`src/rtl/cnt_pkg.sv`:
```
// Shared helpers for the modulus counters.
// A modulus code of CNT_M_FULL (0) stands for 2^w; any other code is literal.
// mlim() returns the highest count value for a modulus code, computed one bit
// wider than the counter so that 2^w-1 and m-1 never truncate.
// Counter widths up to CNT_WMAX bits are supported.
package cnt_pkg;

  localparam int unsigned CNT_WMAX   = 32;
  localparam int unsigned CNT_M_FULL = 0;

  typedef logic [CNT_WMAX:0] cnt_wide_t;

  function automatic cnt_wide_t mlim(input logic [CNT_WMAX-1:0] m,
                                     input int unsigned         w);
    if (m == CNT_WMAX'(CNT_M_FULL))
      return (cnt_wide_t'(1) << w) - cnt_wide_t'(1);
    return cnt_wide_t'(m) - cnt_wide_t'(1);
  endfunction

endpackage

```
`src/rtl/modm_term_det.sv`:
```
// Terminal-value detector for the modulus counter.
//   i_q      : current count
//   i_m_cur  : current modulus code (0 = 2^W)
//   i_up_eff : effective direction (1 = up)
//   o_at_top : counting up and q is at the top value (modulus - 1)
//   o_at_bot : counting down and q is at zero
module modm_term_det
  import cnt_pkg::*;
#(
  parameter int unsigned W = 4
) (
  input  logic [W-1:0] i_q,
  input  logic [W-1:0] i_m_cur,
  input  logic         i_up_eff,
  output logic         o_at_top,
  output logic         o_at_bot
);

  cnt_wide_t w_mlim;

  assign w_mlim   = mlim(CNT_WMAX'(i_m_cur), W);
  assign o_at_top = i_up_eff & (cnt_wide_t'(i_q) == w_mlim);
  assign o_at_bot = ~i_up_eff & (i_q == '0);

endmodule

```
`src/rtl/modm_updown_cnt.sv`:
```
// Programmable modulus-M up/down counter with runtime-writable modulus,
// synchronous range-checked load, cascade terminal count and wrap pulse.
//   clk, clr     : clock (rising edge), asynchronous active-high reset
//   en, up       : count enable and direction (1 = up); registered once
//                  before use when EN_REG != 0
//   ld, d        : synchronous load; out-of-range d loads 0 and sets ld_err
//   m_wr, m_in   : modulus write (m_in = 0 means 2^W)
//   q, m_cur     : count value and current modulus code
//   tc           : combinational terminal count for chaining into en
//   wrap         : tc delayed by one clock
//   ld_err       : sticky out-of-range load flag, cleared only by clr
module modm_updown_cnt
  import cnt_pkg::*;
#(
  parameter int unsigned W      = 4,
  parameter int unsigned M_DEF  = 11,
  parameter int unsigned EN_REG = 1
) (
  input  logic         clk,
  input  logic         clr,
  input  logic         en,
  input  logic         up,
  input  logic         ld,
  input  logic [W-1:0] d,
  input  logic         m_wr,
  input  logic [W-1:0] m_in,
  output logic [W-1:0] q,
  output logic [W-1:0] m_cur,
  output logic         tc,
  output logic         wrap,
  output logic         ld_err
);

  logic         w_en_eff;
  logic         w_up_eff;

  logic [W-1:0] r_q;
  logic [W-1:0] r_m_cur;
  logic         r_wrap;
  logic         r_ld_err;

  logic         w_at_top;
  logic         w_at_bot;
  logic [W-1:0] w_m_new;
  cnt_wide_t    w_mlim_new;
  logic [W-1:0] w_step;
  logic [W-1:0] w_q_nxt;
  logic         w_ld_bad;
  logic         w_clip;

  generate
    if (EN_REG != 0) begin : g_en_reg
      logic r_en_q;
      logic r_up_q;

      always_ff @(posedge clk or posedge clr) begin
        if (clr) begin
          r_en_q <= 1'b0;
          r_up_q <= 1'b1;
        end else begin
          r_en_q <= en;
          r_up_q <= up;
        end
      end

      assign w_en_eff = r_en_q;
      assign w_up_eff = r_up_q;
    end else begin : g_en_dir
      assign w_en_eff = en;
      assign w_up_eff = up;
    end
  endgenerate

  modm_term_det #(
    .W (W)
  ) u_term_det (
    .i_q      (r_q),
    .i_m_cur  (r_m_cur),
    .i_up_eff (w_up_eff),
    .o_at_top (w_at_top),
    .o_at_bot (w_at_bot)
  );

  assign w_m_new    = m_wr ? m_in : r_m_cur;
  assign w_mlim_new = mlim(CNT_WMAX'(w_m_new), W);
  assign w_ld_bad   = cnt_wide_t'(d) > w_mlim_new;

  // Step with the modulus in force before this edge. The down-wrap target
  // m_cur-1 taken modulo 2^W is exactly the top value, including code 0.
  always_comb begin
    w_step = r_q;
    if (w_en_eff) begin
      if (w_up_eff)
        w_step = w_at_top ? '0 : r_q + W'(1);
      else
        w_step = w_at_bot ? r_m_cur - W'(1) : r_q - W'(1);
    end
  end

  // A modulus write that shrinks the range below the stepped value clears q.
  assign w_clip = m_wr & (cnt_wide_t'(w_step) > w_mlim_new);

  always_comb begin
    w_q_nxt = w_step;
    if (ld)
      w_q_nxt = w_ld_bad ? '0 : d;
    else if (w_clip)
      w_q_nxt = '0;
  end

  assign tc = w_en_eff & ~ld & (w_at_top | w_at_bot);

  always_ff @(posedge clk or posedge clr) begin
    if (clr) begin
      r_q      <= '0;
      r_m_cur  <= W'(M_DEF);
      r_wrap   <= 1'b0;
      r_ld_err <= 1'b0;
    end else begin
      r_q     <= w_q_nxt;
      r_m_cur <= w_m_new;
      r_wrap  <= tc;
      if (ld && w_ld_bad)
        r_ld_err <= 1'b1;
    end
  end

  assign q      = r_q;
  assign m_cur  = r_m_cur;
  assign wrap   = r_wrap;
  assign ld_err = r_ld_err;

endmodule

```
`config.mk`:
```
export PLATFORM = sky130hd
export DESIGN_NAME = modm_updown_cnt
export DESIGN_NICKNAME = d
export VERILOG_FILES = /design/src/rtl/cnt_pkg.sv /design/src/rtl/modm_term_det.sv /design/src/rtl/modm_updown_cnt.sv
export SDC_FILE = /design/constraint.sdc
export NUM_CORES = 1
export LEC_CHECK = 0
export CORE_AREA = 4 4 42 71
export CTS_CLUSTER_DIAMETER = 120
export DETAILED_ROUTE_END_ITERATION = 10
export DIE_AREA = 0 0 46 75
export HOLD_SLACK_MARGIN = 0.12
export PLACE_DENSITY = 0.75
export SKIP_LAST_GASP = 1
export SYNTH_ARGS = -nofsm -noshare
export SYNTH_HDL_FRONTEND = slang
export SYNTH_SLANG_ARGS = --single-unit
```
`constraint.sdc`:
```
create_clock -name clk -period 8.38 [get_ports clk]
set_input_delay 2.095 -clock clk [delete_from_list [all_inputs] [get_ports clk]]
set_output_delay 2.095 -clock clk [all_outputs]
set_load 0.005 [all_outputs]
```
==> impl_metrics.csv <==
group,metric,value,unit
status,result_of_the_run,"completed",
clock_tree,post_cts_resized,0,
run,maxCapViolations,0,
power,ir_drop,0.121,mV
clock_tree,cts.sinks,12,
synth,synth_top_cells_by_area,"dfrtp_1 18%, ha_1 15%, dfstp_2 9.3%",
timing,timing_worst_slew_pin_value,0.554,ns
setup_path,critPathBufInv,3,
clock_tree,inserted_clock_buffers,3,
synth,syn-cell-area,1140,um2
floorplanning,ios,25,
timing,layout_min_cycle_time,5.41,ns
floorplanning,initial_standard_cell_utilization_of_the_core,0.461,
clock_tree,cts.path.max_buffers,2,
clock_tree,post-cts-setup-buffer-count,0,
grt,total_congestion_overflow_after_global_routing,0,
layout,post_layout_inst_area,1420,um2
synth,ys_seq_area_frac,0.269,
synth,yosys.area.top_type,"dfrtp_1",
grt,grt_pass1_wl,5150,um
placed_design,place_congestion,0.863,
power,totalPowerFinal,0.299,mW
synth,ys_warn_count,0,
floorplanning,fp-row-count,24,
placed_design,place_worst_setup_slack,2.96,ns
synth,synth_top_area_share,0.176,
placed_design,place_area,1370,um2
layout,area_delta_synth_final,24.9,%
setup_path,crit_path_end_kind,"output port",
setup_path,worst_path_max_delay_cell,"clkdlybuf4s50_1",
setup_path,crit_path_cell_trace,"clkdlybuf4s50_1 > inv_1 > o211a_1 > clkdlybuf4s50_1",
timing,final.setup.worst_slack,2.97,ns
timing,finalClockSkew,0.00521,ns
synth,syn-mean-instance-area,8.42,um2
detailed_routing,final_antenna_net_count,0,
setup_path,startpoint_of_the_worst_slack_reg_to_reg_timing_path,"q[0]",
timing,timing.final.max_slew_violations,0,
layout,antennaDiodeCount,0,
floorplanning,fp.dieArea,3450,um2
detailed_routing,drt_pre_antenna_iters,4,
clock_tree,root_buffer,"clkbuf_8",
power,cellLeakagePower,0.651,nW
timing,fmax,0.185,GHz
synth,synth_cell_type_count,46,
synth,yosysMostFrequentCell,"inv_1",
setup_path,path_common_cell,"clkdlybuf4s50_1",
timing,final-setup-viol-count,0,
setup_path,critical_path.top_delay_family,"buffers and inverters",
setup_path,required_time_reported_for_the_critical_path_endpoint,6.29,ns
placed_design,numPortBuffers,24,
detailed_routing,detailroute.via_count,1115,
grt,grt_start_max_net_pins,14,
min_path,worst_hold_path_type,"reg -> reg",
setup_path,cpPeakStageDelay,0.51,ns
power,power_per_cell_area,211,nW/um2
setup_path,regToRegSetupSlack,4.82,ns
setup_path,crit_start,"ld",
floorplanning,placeableCoreArea,2460,um2
min_path,worstHoldPathCells,1,
setup_path,critical_path.startpoint_type,"input pin",
detailed_routing,remaining_drc_errors,0,
clock_tree,worst_setup_hold_path_clk_slew,0.05,ns
synth,ys_async_sr_fraction,1.00,
setup_path,critPathMaxFanout,3,
setup_path,r2r_end,"q[3]",
clock_tree,htree_levels,1,
min_path,worstHoldEndpoint,"ld_err",
timing,grt_setup_unrepaired,"false",
synth,synth_edf_count,0,
floorplanning,floorplan.die.width,46,um
timing,setup_total_negative_slack,0,ns
clock_tree,cts_tree,"done",
clock_tree,cts.hold.buffers_added,0,
timing,final.period_utilization,0.646,
grt,groute.usage.overall,0.203,
detailed_routing,wl_per_cell,16.4,um
setup_path,worst-r2r-cell-count,13,
clock_tree,worstSkewPairLatency,0.23,ns
layout,drive_above_1_share,0.0755,
detailed_routing,route.final.wire_length,3030,um
synth,syn_nets,163,
floorplanning,floorplan_die_height,75,um
timing,final_hold_viol_count,0,
synth,synth_top_flop_cell,"dfrtp_1",
setup_path,timing.setup.critical_path_class,"in -> out",
setup_path,critical_path_arrival,3.32,ns
detailed_routing,post_drt_via_cell_ratio,6.03,
detailed_routing,drt_first_iter_violations,47,
min_path,hold_path.startpoint,"ld_err",
layout,finish.net_count,188,
grt,first_global_vias,1197,
synth,ys_ff_latch,12,
synth,synthesis.instances,135,
synth,ys_top_cells_by_count,"16 x inv_1, 14 x ha_1, 13 x o21ai_0",
placed_design,post-dp-hpwl,2530,um
grt,grt_antenna_before_repair,0,
timing,slew_headroom,0.626,
## registers in the layout, summed over array words and instances, names as in the netlist
signal           count
ld_err               1
g_en_reg.r_up_q      1
m_cur                4
g_en_reg.r_en_q      1
wrap                 1
q                    4
## metrics by stage
stage,hold WS [ns],instances,utilization
2_1_floorplan,0.468,135,-
3_3_place_gp,0.464,181,0.558
3_5_place_dp,0.474,181,0.558
4_1_cts,0.492,185,0.576
5_1_grt,0.530,185,0.576
6_report,0.485,185,0.576
## cell type report
type	instances	area, um2
fillers	246	1040
multi-input cells	103	736
flip-flops and latches	12	305
well taps	26	32.5
clock buffers	4	45.0
repair buffers	24	240
inverters	16	60.1
## worst register-to-register path, stage by stage, from the launching register on
cell and delay [ns]:
dfrtp_1 0.48, inv_1 0.18, ha_1 0.24, nor4b_4 0.42, mux2_4 0.35, and2_2 0.19
a41o_1 0.23, a211o_1 0.27, ha_1 0.33, nand2_1 0.06, o21ai_0 0.16, a41o_1 0.24
inv_1 0.07, a22o_1 0.24
## where the power goes
group          internal [mW]  switching (mW)  total (mW)
registers             0.0681          0.0218      0.0898
clock network         0.0333          0.0184      0.0516
logic                 0.0787          0.0789       0.158
total                  0.180           0.119       0.299
## cells by family (layout without fill, tap and decap cells)
logic type,after synthesis,after routing,share of synthesized area
buf+inv,20,44,0.0837
flops,12,12,0.269
xor+xnor,3,3,0.0231
compound gates,46,46,0.272
simple gates,37,37,0.167
fa+ha+maj,14,14,0.154
mux,3,3,0.0308
## cell usage in the layout, fill, tap and decap left out, types with 2 or more instances in the layout
master,Yosys,layout
mux2i_1,2,2
ha_1,14,14
clkdlybuf4s50_1,0,24
clkbuf_8,0,3
o22ai_1,2,2
a41o_1,2,2
a31oi_1,2,2
o21bai_1,2,2
o21ai_0,13,13
nand4_1,2,2
a21oi_1,9,9
nand3_1,4,4
nor2_1,10,10
inv_1,16,16
nand2_1,12,12
xor2_1,2,2
a22o_1,2,2
dfrtp_1,8,8
dfstp_2,4,4
## worst max path at each step
stage | endpoint | slack (ns) | cells past startpoint
CTS | tc | 2.96 | 4
finish | tc | 2.97 | 4
global placement | tc | 2.99 | 4
floorplan | tc | 3.99 | 2
global route | tc | 2.93 | 4
detailed placement | tc | 2.96 | 4
## per-layer routing
| layer | wire length [um] | GRT usage | vias up |
|---|---|---|---|
| li1 | - | - | 537 |
| met1 | 1050 | 0.204 | 534 |
| met2 | 1760 | 0.371 | 34 |
| met3 | 84 | 0.0239 | 10 |
| met4 | 131 | 0.130 | 0 |
| met5 | 0 | 0 | - |
Power figures use the tool's default switching activity.
